### src/rtl/gsplat_pkg.sv
`default_nettype none
// ---------------------------------------------------------------------------
// gsplat_pkg : shared DDR widths, arbiter state encoding and round-robin pick
// Revision   : 1.0
// ---------------------------------------------------------------------------
package gsplat_pkg;

  localparam int DDR_AW  = 29;
  localparam int DDR_DW  = 64;
  localparam int DDR_BEW = DDR_DW / 8;

  typedef enum logic [1:0] {
    IDLE     = 2'd0,
    RD_CMD   = 2'd1,
    RD_DATA  = 2'd2,
    WR_BURST = 2'd3
  } arb_state_t;

  typedef struct packed {
    logic rd;
    logic wr;
  } grant_t;

  // On a tie the client that was not served last wins.
  function automatic grant_t rr2(input logic req_rd, input logic req_wr, input logic last_was_wr);
    grant_t g;
    g.rd = req_rd && (!req_wr || last_was_wr);
    g.wr = req_wr && (!req_rd || !last_was_wr);
    return g;
  endfunction

endpackage
`default_nettype wire

### src/rtl/gsplat_ddr_arbiter.sv
`default_nettype none
// ---------------------------------------------------------------------------
// gsplat_ddr_arbiter : one-burst-at-a-time round-robin DDR3 Avalon arbiter
// Revision           : 1.0
// ---------------------------------------------------------------------------
module gsplat_ddr_arbiter #(
  parameter int TIMEOUT = 4096,
  parameter int DDR_AW  = 29,
  parameter int DDR_DW  = 64
) (
  input  logic                  clk,
  input  logic                  reset,
  input  logic                  rd_req,
  input  logic [DDR_AW-1:0]     rd_addr,
  input  logic [7:0]            rd_burstcnt,
  output logic                  rd_gnt,
  output logic [DDR_DW-1:0]     rd_data,
  output logic                  rd_valid,
  output logic                  rd_last,
  input  logic                  wr_req,
  input  logic [DDR_AW-1:0]     wr_addr,
  input  logic [7:0]            wr_burstcnt,
  input  logic [DDR_DW-1:0]     wr_data,
  input  logic [DDR_DW/8-1:0]   wr_be,
  output logic                  wr_gnt,
  output logic                  wr_pop,
  output logic                  wr_last,
  input  logic                  ddram_busy,
  output logic [7:0]            ddram_burstcnt,
  output logic [DDR_AW-1:0]     ddram_addr,
  input  logic [DDR_DW-1:0]     ddram_dout,
  input  logic                  ddram_dout_ready,
  output logic                  ddram_rd,
  output logic [DDR_DW-1:0]     ddram_din,
  output logic [DDR_DW/8-1:0]   ddram_be,
  output logic                  ddram_we,
  output logic                  idle,
  output logic                  timeout_err
);
  import gsplat_pkg::*;

  localparam int WDW = (TIMEOUT > 1) ? $clog2(TIMEOUT) : 1;
  localparam logic [WDW-1:0] c_wd_max = WDW'((TIMEOUT > 0) ? TIMEOUT - 1 : 0);

  arb_state_t     r_state;
  logic [7:0]     r_count;
  logic [WDW-1:0] r_wd;
  logic           r_last_was_wr;

  grant_t         w_grant;
  logic           w_rd_phase;
  logic           w_cmd_acc;
  logic           w_progress;
  logic           w_wd_fire;
  logic [7:0]     w_rd_bc;
  logic [7:0]     w_wr_bc;

  assign w_grant    = rr2(rd_req, wr_req, r_last_was_wr);
  assign w_rd_bc    = (rd_burstcnt == 8'd0) ? 8'd1 : rd_burstcnt;
  assign w_wr_bc    = (wr_burstcnt == 8'd0) ? 8'd1 : wr_burstcnt;
  assign w_rd_phase = (r_state == RD_CMD) || (r_state == RD_DATA);

  // Beats outside a read phase are strays and never reach the client.
  assign rd_valid   = ddram_dout_ready && w_rd_phase;
  assign rd_data    = ddram_dout;
  assign rd_last    = rd_valid && (r_count == 8'd1);
  assign wr_pop     = ddram_we && !ddram_busy && (r_state == WR_BURST);
  assign wr_last    = wr_pop && (r_count == 8'd1);
  assign ddram_din  = wr_data;
  assign ddram_be   = wr_be;
  assign idle       = (r_state == IDLE);

  assign w_cmd_acc  = (r_state == RD_CMD) && ddram_rd && !ddram_busy;
  assign w_progress = w_cmd_acc || wr_pop || rd_valid;
  assign w_wd_fire  = (TIMEOUT > 0) && !w_progress && (r_wd == c_wd_max);

  always_ff @(posedge clk or posedge reset) begin
    if (reset) begin
      r_state        <= IDLE;
      r_count        <= 8'd0;
      r_wd           <= '0;
      r_last_was_wr  <= 1'b1;
      ddram_rd       <= 1'b0;
      ddram_we       <= 1'b0;
      ddram_addr     <= '0;
      ddram_burstcnt <= 8'd0;
      rd_gnt         <= 1'b0;
      wr_gnt         <= 1'b0;
      timeout_err    <= 1'b0;
    end else begin
      rd_gnt <= 1'b0;
      wr_gnt <= 1'b0;
      case (r_state)
        IDLE: begin
          r_wd <= '0;
          if (w_grant.rd) begin
            ddram_addr     <= rd_addr;
            ddram_burstcnt <= w_rd_bc;
            r_count        <= w_rd_bc;
            ddram_rd       <= 1'b1;
            rd_gnt         <= 1'b1;
            r_last_was_wr  <= 1'b0;
            r_state        <= RD_CMD;
          end else if (w_grant.wr) begin
            ddram_addr     <= wr_addr;
            ddram_burstcnt <= w_wr_bc;
            r_count        <= w_wr_bc;
            ddram_we       <= 1'b1;
            wr_gnt         <= 1'b1;
            r_last_was_wr  <= 1'b1;
            r_state        <= WR_BURST;
          end
        end
        default: begin
          if (w_wd_fire) begin
            timeout_err <= 1'b1;
            ddram_rd    <= 1'b0;
            ddram_we    <= 1'b0;
            r_state     <= IDLE;
          end else begin
            r_wd <= w_progress ? '0 : r_wd + WDW'(1);
            if (w_cmd_acc) begin
              ddram_rd <= 1'b0;
              r_state  <= RD_DATA;
            end
            // Last beat wins over command acceptance when both land together.
            if (rd_valid || wr_pop) begin
              r_count <= r_count - 8'd1;
              if (r_count == 8'd1) begin
                ddram_rd <= 1'b0;
                ddram_we <= 1'b0;
                r_state  <= IDLE;
              end
            end
          end
        end
      endcase
    end
  end

endmodule
`default_nettype wire

### config.mk
export PLATFORM = sky130hd
export DESIGN_NAME = gsplat_ddr_arbiter
export DESIGN_NICKNAME = d
export VERILOG_FILES = /design/src/rtl/gsplat_pkg.sv /design/src/rtl/gsplat_ddr_arbiter.sv
export SDC_FILE = /design/constraint.sdc
export NUM_CORES = 1
export LEC_CHECK = 0
export CAP_MARGIN = 20
export CORE_AREA = 2 2 155 157
export CTS_BUF_LIST = sky130_fd_sc_hd__clkbuf_8
export DETAILED_ROUTE_END_ITERATION = 6
export DIE_AREA = 0 0 157 159
export MAX_ROUTING_LAYER = met4
export SYNTH_ARGS = -nofsm -noshare
export SYNTH_HDL_FRONTEND = slang
export SYNTH_SLANG_ARGS = --single-unit
### constraint.sdc
create_clock -name clk -period 3.3 [get_ports clk]
set_input_delay 0.495 -clock clk [delete_from_list [all_inputs] [get_ports clk]]
set_output_delay 0.495 -clock clk [all_outputs]
set_load 0.005 [all_outputs]
==> results.txt, run 1 <==
CP startpoint kind: flip-flop
Vias per cell: 3.899
EDFF count, synth: 0
Worst r2r dst: ddram_we$_DFFE_PP0P_
CP Capture Type: primary output
Status: complete, no violations
Die H: 159 µm
Crit share post-route: 80.53%
Worst slack at placement: 0.7253 ns
Mapped Cells: 479
Iter 0 DRT Violations: 152
Multi-input logic area: 1559 µm²
Most frequent cells in the layout: clkdlybuf4s50_1 (126), dfrtp_1 (64), nand2_1 (54)
DPL Wire Length: 9.383 mm
Max FO, Critical Path: 7
Net count reported at finish: 690
Top cells by area, synth: dfrtp_1 (37%), buf_4 (24%), mux2i_1 (7.4%), nand2_1 (4.7%), o21ai_0 (4.3%)
Inst Count DP: 776
Maximum clock rate: 376.3 MHz
IO Pins: 399
CP Class: flip-flop to primary output
Routed Antenna Nets: 0
RSZ-0062 raised after global routing: false
Final Skew: 0.01298 ns
Core area: 23190 µm²
Area share of the largest cell type after synthesis: 37.02%
Critical Path RT: 2.80 ns
Slew Limit Fails: 0
Clk sinks: 65
Synth Area in Adders: 1.735%
Synth warn: 0
Normalized max-slew margin: 60.66%
Final Non-Filler Cells: 794
CTS buffer count: 9
Simple-gate share of the synthesized area: 12.49%
Area Overhead vs Synth: 19.92%
Overall overflow remaining after global route: 0
Port Buf Inserts: 126
Xor/xnor share of the synthesized area: 1.995%
Share of cells above drive strength 1: 7.822%
DRC violations left: 0
Largest area contributor in the netlist: dfrtp_1
GR Util All Layers: 10.22%
WL per Instance: 15.33 µm
Worst Setup EP: wr_last
Worst IR Drop VDD: 0.0002003 V
Max-capacitance violation count: 0
PD cells: 647.8 nW/µm²
Register area share after synthesis: 37.62%
Number of setup violations in the final report: 0
Setup TNS: 0 ns
Final Hold Viols: 0
Reg-to-Reg Start: r_wd[0]$_DFFE_PP0N_
Reg-to-reg slack, setup: 1.15 ns
Synthesized cell area: 4327 µm²
Global-route wire length before repair: 18.80 mm
Post-synth ARST share: 100.0%
Largest net degree at the start of global routing: 66
Starting Density: 18.66%
Main combinational cell family by area after synthesis: buffers and inverters
Post-CTS resize count: 0
Most common cell after layout, fill and taps aside: clkdlybuf4s50_1
Worst reg2reg path depth: 5
H-tree depth: 3
Clk_lat worst skew: 0.37 ns
Row count: 56
Filler instances: 2585
Mapped Nets: 701
Routability congestion estimate: 0.7562
DR vias: 3096
CTS tree: built
Setup bufs post-CTS: 0
Worst Hold Class: input pin to async pin
P_leak: 0.002118 µW
Syn_area_per_cell: 9.033 µm²
Worst Slack Setup Final: 0.6426 ns
Final min period: 2.657 ns
Root buffer cell: clkbuf_8
CP Launch Point: r_count[4]$_DFFE_PP0P_
Number of global-route vias before repair: 3297
Least-Margin Pin Slew: 0.5902 ns
Worst-path clk slew: 0.08 ns
Final wirelength: 12.17 mm
Die Span X: 157 µm
Ys flop type: dfrtp_1
Pre-antenna DRT Iters: 4
Multiplexer share of the synthesized area: 7.663%
Initial antenna violation count: 2
Synth Register Bits: 65
Yosys cell types: 50
Arr. time, crit path: 2.16 ns
Synth Area in Compound Gates: 11.86%
Maximum clock path buffer count: 2
Post-CTS Hold Fix Bufs: 0
Register area: 1628 µm²
Total die area: 24960 µm²
## routing by layer
layer	wire length (µm)	vias up	part of all wire (%)	track usage (%)
met2	5659	150	46	15.67
li1	-	1472	-	-
met1	4471	1396	37	10.47
met3	1352	78	11	4.654
met5	0	-	0	-
met4	691	0	5.7	6.756
## synthesized netlist by cell type (all sizes together) (2+ instances only)
cell,instances
clkbuf,11
nand2,54
xor2,2
and2,2
and3,4
a21oi,19
nor4,6
nor2,17
a211oi,4
nand3,7
o311ai,2
o22ai,2
a21boi,3
nand3b,2
or3b,2
a32o,2
o31ai,6
buf,145
ha,6
inv,11
or4,4
a31oi,2
dfrtp,64
nor3,7
mux2i,32
xnor2,7
o21ai,38
nand4,4
o221ai,2
## cell type report
class | instances | share of cell area (%)
Clock inverter | 6 | 1.399
Multi-Input combinational cell | 247 | 30.05
Sequential cell | 65 | 31.37
Antenna cell | 2 | 0.09646
Tap cell | 319 | 7.692
Clock buffer | 10 | 2.653
Timing Repair Buffer | 134 | 25.95
Inverter | 11 | 0.7958
## where the power goes
| group | internal [µW] | switching (µW) | total [µW] |
|---|---|---|---|
| Sequential | 1080 | 207 | 1280 |
| Combinational | 744 | 576 | 1320 |
| Clock | 382 | 374 | 756 |
## how the worst min path moves through the flow
| stage | from | endpoint | cells after the start |
|---|---|---|---|
| 2_1_floorplan | timeout_err$_DFFE_PP0P_ | timeout_err$_DFFE_PP0P_ | 1 |
| 3_3_place_gp | ddram_addr[2]$_DFFE_PP0P_ | ddram_addr[2]$_DFFE_PP0P_ | 2 |
| 3_5_place_dp | timeout_err$_DFFE_PP0P_ | timeout_err$_DFFE_PP0P_ | 1 |
| 4_1_cts | timeout_err$_DFFE_PP0P_ | timeout_err$_DFFE_PP0P_ | 1 |
| 5_1_grt | ddram_addr[23]$_DFFE_PP0P_ | ddram_addr[23]$_DFFE_PP0P_ | 2 |
| 6_report | reset | ddram_addr[4]$_DFFE_PP0P_ | 3 |
## cells by family (layout without fill, tap and decap cells)
| group | Yosys count | in the layout |
|---|---|---|
| buffers and inverters | 167 | 161 |
| AND/OR/NAND/NOR | 113 | 113 |
| AO/OA/AOI/OAI | 86 | 86 |
| flip-flops | 65 | 65 |
| multiplexers | 33 | 33 |
| XOR/XNOR | 9 | 9 |
| adder cells (fa/ha/maj) | 6 | 6 |
| other | 0 | 2 |
## worst max-delay path, stage by stage (launching register included)
cell	delay, ns
dfrtp_1	0.45
nor4_1	0.36
nand3_1	0.24
nor2_1	0.22
clkdlybuf4s50_1	0.53
## state kept, by name, summed over array words and instances, names as in the netlist
register	flops
r_last_was_wr	1
ddram_burstcnt	8
rd_gnt	1
ddram_addr	29
ddram_we	1
ddram_rd	1
timeout_err	1
r_wd	12
wr_gnt	1
r_count	8
r_state	2
## per-stage QoR
stage / utilization, % / hold slack [ns] / total power (µW) / area, µm²
2_1_floorplan: - / 0.4678 / 2013 / 4327
3_3_place_gp: 21.44 / 0.4629 / 2624 / 4974
3_5_place_dp: 21.44 / 0.4689 / 2645 / 4974
4_1_cts: 22.35 / 0.4906 / 3434 / 5184
5_1_grt: 22.37 / 0.5195 / 3644 / 5189
6_report: 22.37 / 0.4778 / 3361 / 5189
Power figures use the tool's default switching activity.
==> inputs of run 2 (changes only) <==
--- a/config.mk
+++ b/config.mk
@@ -6,10 +6,10 @@
 export NUM_CORES = 1
 export LEC_CHECK = 0
 export CAP_MARGIN = 20
-export CORE_AREA = 2 2 155 157
+export CORE_AREA = 2 2 154 156
 export CTS_BUF_LIST = sky130_fd_sc_hd__clkbuf_8
 export DETAILED_ROUTE_END_ITERATION = 6
-export DIE_AREA = 0 0 157 159
+export DIE_AREA = 0 0 156 158
 export MAX_ROUTING_LAYER = met4
 export SYNTH_ARGS = -nofsm -noshare
 export SYNTH_HDL_FRONTEND = slang
==> constraint.sdc (replaced) <==
create_clock -name clk -period 2.4 [get_ports clk]
set_input_delay 0.36 -clock clk [delete_from_list [all_inputs] [get_ports clk]]
set_output_delay 0.36 -clock clk [all_outputs]
set_load 0.005 [all_outputs]
==> results.txt, run 2 (synthesis gave the netlist of run 1 again) <==
Area Overhead vs Synth: 21.49%
Number of global-route vias before repair: 3092
Reg with most FFs: ddram_addr
Max-capacitance violation count: 0
Iter 0 DRT Violations: 104
Multi-input logic area: 1564 µm²
Biggest regs: ddram_addr (29), r_wd (12)
CP Class: flip-flop to primary output
Final Skew: 0.01399 ns
DRC violations left: 0
CTS buffer count: 9
Pre-antenna DRT Iters: 5
Worst reg2reg path depth: 5
Largest net degree at the start of global routing: 65
P_leak: 0.002169 µW
Core area: 23050 µm²
Critical Path RT: 2.04 ns
Most frequent cells in the layout: clkdlybuf4s50_1 (126), dfrtp_1 (63), nand2_1 (53)
Vias per cell: 4.112
PD cells: 904.8 nW/µm²
Worst IR Drop VDD: 0.0003414 V
IO Pins: 399
Final wirelength: 11.87 mm
Register area: 1629 µm²
Maximum clock path buffer count: 2
Routability congestion estimate: 0.8268
Least-Margin Pin Slew: 0.5704 ns
Worst Hold Class: input pin to async pin
Normalized max-slew margin: 61.97%
Setup TNS: 0 ns
Overall overflow remaining after global route: 0
Max reg flops: 29
Starting Density: 18.77%
CP Capture Type: primary output
Die H: 158 µm
WL per Instance: 15.29 µm
Port Buf Inserts: 126
CTS tree: built
Final min period: 2.332 ns
Clk sinks: 65
Slew Limit Fails: 0
Clk_lat worst skew: 0.37 ns
Arr. time, crit path: 1.97 ns
Initial antenna violation count: 4
Worst-path clk slew: 0.09 ns
Net count reported at finish: 699
DPL Wire Length: 9.275 mm
Global-route wire length before repair: 17.59 mm
Final Hold Viols: 0
Most common cell after layout, fill and taps aside: clkdlybuf4s50_1
DR vias: 3191
Number of setup violations in the final report: 0
Share of cells above drive strength 1: 10.17%
RSZ-0062 raised after global routing: false
Reg-to-reg slack, setup: 0.45 ns
Post-CTS Hold Fix Bufs: 0
Max FO, Critical Path: 7
Reg-to-Reg Start: r_wd[0]$_DFFE_PP0N_
Filler instances: 2492
Die Span X: 156 µm
CP startpoint kind: flip-flop
Root buffer cell: clkbuf_8
H-tree depth: 3
Final core utilization: 22.80%
Row count: 56
Worst r2r dst: ddram_we$_DFFE_PP0P_
Total die area: 24650 µm²
GR Util All Layers: 9.915%
Status: complete, no violations
Maximum clock rate: 428.8 MHz
Routed Antenna Nets: 0
Crit share post-route: 97.17%
[run 2: cell count changes in the layout (fill, tap and decap cells not counted), sizes merged]
cell	delta
buf	+9
diode	+2
inv	-1
bufinv	+1
[run 2: worst max-delay path, stage by stage (launching register included)]
cell	delay, ns
dfrtp_1	0.44
nor4_1	0.34
nand3_1	0.19
nor2_1	0.13
clkdlybuf4s50_1	0.51
[run 2: report_power, final]
group | internal (µW) | switching (µW)
registers | 1480 | 270
clock network | 630 | 521
logic | 1050 | 802
[run 2: cell type report]
class | count | area share, %
multi-input combinational | 247 | 29.75
clock inverter | 6 | 1.857
timing repair buffer | 143 | 26.90
clock buffer | 10 | 2.618
inverter | 11 | 0.7855
tap | 290 | 6.903
antenna | 4 | 0.1904
sequential | 65 | 30.99
[run 2: worst max-delay path by stage]
stage	from	to	slack [ns]	depth (start not counted)
after floorplan	reset	ddram_addr[0]$_DFFE_PP0P_	0.42	1
after global placement	ddram_busy	wr_pop	0.28	4
after detailed placement	ddram_busy	wr_pop	0.25	4
after CTS	r_state[0]$_DFFE_PP0P_	rd_last	0.02	5
after global routing	r_count[4]$_DFFE_PP0P_	wr_last	0.02	4
final	r_count[4]$_DFFE_PP0P_	wr_last	0.07	4
[run 2: per-layer routing]
layer  global-route usage, %  up-vias  wire, µm
met3                   4.599       71      1307
met2                   15.02      172      5403
met5                       -        -         0
met4                   8.126        0       777
met1                   9.793     1454      4380
li1                        -     1494         -
[run 2: what timing repair did]
action | 4_1_cts | 5_1_grt
setup buffers | 1 | 0
resized for setup | 1 | 2
pin swaps | 1 | 0
endpoints found under the hold margin | 0 | 0
endpoints found under the setup margin | 2 | 3
[run 2: stage by stage]
| stage | hold slack (ns) | instances | setup slack (ns) | power, µW | instance area (µm²) |
|---|---|---|---|---|---|
| final | 0.3831 | 776 | 0.06797 | 4756 | 5256 |
| after global routing | 0.4101 | 776 | 0.01594 | 5134 | 5256 |
| after CTS | 0.3630 | 772 | 0.02102 | 4864 | 5243 |
| after detailed placement | 0.4696 | 755 | 0.2515 | 3653 | 4997 |
| after global placement | 0.4613 | 755 | 0.2780 | 3630 | 4997 |
| after floorplan | 0.4678 | 479 | 0.4152 | 2767 | 4327 |
==> inputs of run 3 (changes only) <==
--- a/config.mk
+++ b/config.mk
@@ -5,12 +5,11 @@
 export SDC_FILE = /design/constraint.sdc
 export NUM_CORES = 1
 export LEC_CHECK = 0
-export CAP_MARGIN = 20
 export CORE_AREA = 2 2 154 156
 export CTS_BUF_LIST = sky130_fd_sc_hd__clkbuf_8
 export DETAILED_ROUTE_END_ITERATION = 6
 export DIE_AREA = 0 0 156 158
-export MAX_ROUTING_LAYER = met4
+export SLEW_MARGIN = 20
 export SYNTH_ARGS = -nofsm -noshare
 export SYNTH_HDL_FRONTEND = slang
 export SYNTH_SLANG_ARGS = --single-unit
==> results.txt, run 3 (synthesis gave the netlist of run 1 again) <==
Worst Hold Class: input pin to async pin
Max-capacitance violation count: 0
Worst-path clk slew: 0.09 ns
CP startpoint kind: flip-flop
Number of global-route vias before repair: 3088
PD cells: 905.4 nW/µm²
Die Span X: 156 µm
Slew Limit Fails: 0
Setup TNS: 0 ns
Number of setup violations in the final report: 0
Least-Margin Pin Slew: 0.5669 ns
CP Launch Point: r_count[4]$_DFFE_PP0P_
Final min period: 2.333 ns
Final Skew: 0.01435 ns
Final instance area: 5251 µm²
CTS tree: built
Iter 0 DRT Violations: 85
Row count: 56
Total Power: 4755 µW
Net count reported at finish: 699
Post-place instance area: 4997 µm²
Crit share post-route: 97.20%
Reg-to-reg slack, setup: 0.46 ns
IO Pins: 399
Starting Density: 18.77%
Biggest regs: ddram_addr (29), r_wd (12)
Global-route wire length before repair: 17.60 mm
Arr. time, crit path: 1.97 ns
Routability congestion estimate: 0.8148
Total die area: 24650 µm²
Die H: 158 µm
Post-CTS Hold Fix Bufs: 0
RSZ-0062 raised after global routing: false
Worst IR Drop VDD: 0.0003398 V
Port Buf Inserts: 126
Vias per cell: 4.110
DRC violations left: 0
Critical Path RT: 2.04 ns
P_leak: 0.002169 µW
Max FO, Critical Path: 7
Root buffer cell: clkbuf_8
CP Capture Type: primary output
Status: complete, no violations
Largest net degree at the start of global routing: 65
Routed Antenna Nets: 0
CTS buffer count: 9
DR vias: 3181
Clk sinks: 65
Initial antenna violation count: 4
Fin Hold WS: 0.3857 ns
Most frequent cells in the layout: clkdlybuf4s50_1 (126), dfrtp_1 (63), nand2_1 (53)
Worst reg2reg path depth: 5
Area Overhead vs Synth: 21.37%
GR Util All Layers: 9.641%
DPL Wire Length: 9.275 mm
Most common cell after layout, fill and taps aside: clkdlybuf4s50_1
Normalized max-slew margin: 62.20%
Final core utilization: 22.78%
Reg-to-Reg Start: r_wd[0]$_DFFE_PP0N_
Final wirelength: 11.86 mm
Final Hold Viols: 0
Maximum clock path buffer count: 2
Share of cells above drive strength 1: 10.17%
Overall overflow remaining after global route: 0
Reg with most FFs: ddram_addr
Clk_lat worst skew: 0.37 ns
CP Class: flip-flop to primary output
Core area: 23050 µm²
Max reg flops: 29
WL per Instance: 15.33 µm
Pre-antenna DRT Iters: 4
H-tree depth: 3
Maximum clock rate: 428.7 MHz
run 3: final timing paths:
kind                                             end
max in group asynchronous     r_state[0]$_DFFE_PP0P_
setup / recovery                             wr_last
setup reg to reg                ddram_we$_DFFE_PP0P_
hold / removal             ddram_addr[0]$_DFFE_PP0P_
min in group clk           ddram_addr[2]$_DFFE_PP0P_
hold reg to reg            ddram_addr[2]$_DFFE_PP0P_
run 3: per-layer routing:
metal | global-route usage, % | share of wire (%)
met1 | 9.793 | 37
met2 | 14.98 | 46
met3 | 4.681 | 11
met4 | 8.126 | 6.4
met5 | 0 | 0.11
run 3: critical path, stage by stage, from the launching register on:
cell and delay (ns):
dfrtp_1 0.44, nor4_1 0.34, nand3_1 0.19, nor2_1 0.13, clkdlybuf4s50_1 0.51
run 3: timing repair:
action,CTS,global route
resized for setup,1,2
setup buffers,1,0
setup endpoints to repair,2,3
pin swaps,1,0
run 3: stage by stage:
step           worst slack, ns  std cells
4_1_cts                0.02102        772
3_3_place_gp            0.2780        755
5_1_grt                0.01595        773
6_report               0.06721        774
2_1_floorplan           0.4152        479
3_5_place_dp            0.2515        755
run 3: area by class of cell:
cell class	instances	area (µm²)
antenna	2	5.005
clock buffer	10	137.6
clock inverter	6	97.59
fill	2495	17800
inverter	11	41.29
multi-input combinational	247	1564
sequential	65	1629
tap	290	362.8
timing repair buffer	143	1414
run 3: power by group:
part	total [µW]	switching, µW	internal, µW	leakage, µW
sequential	1750	272	1480	0.000834
clock	1150	521	630	0.000119
combinational	1850	799	1050	0.00122
total	4750	1590	3160	0.00217
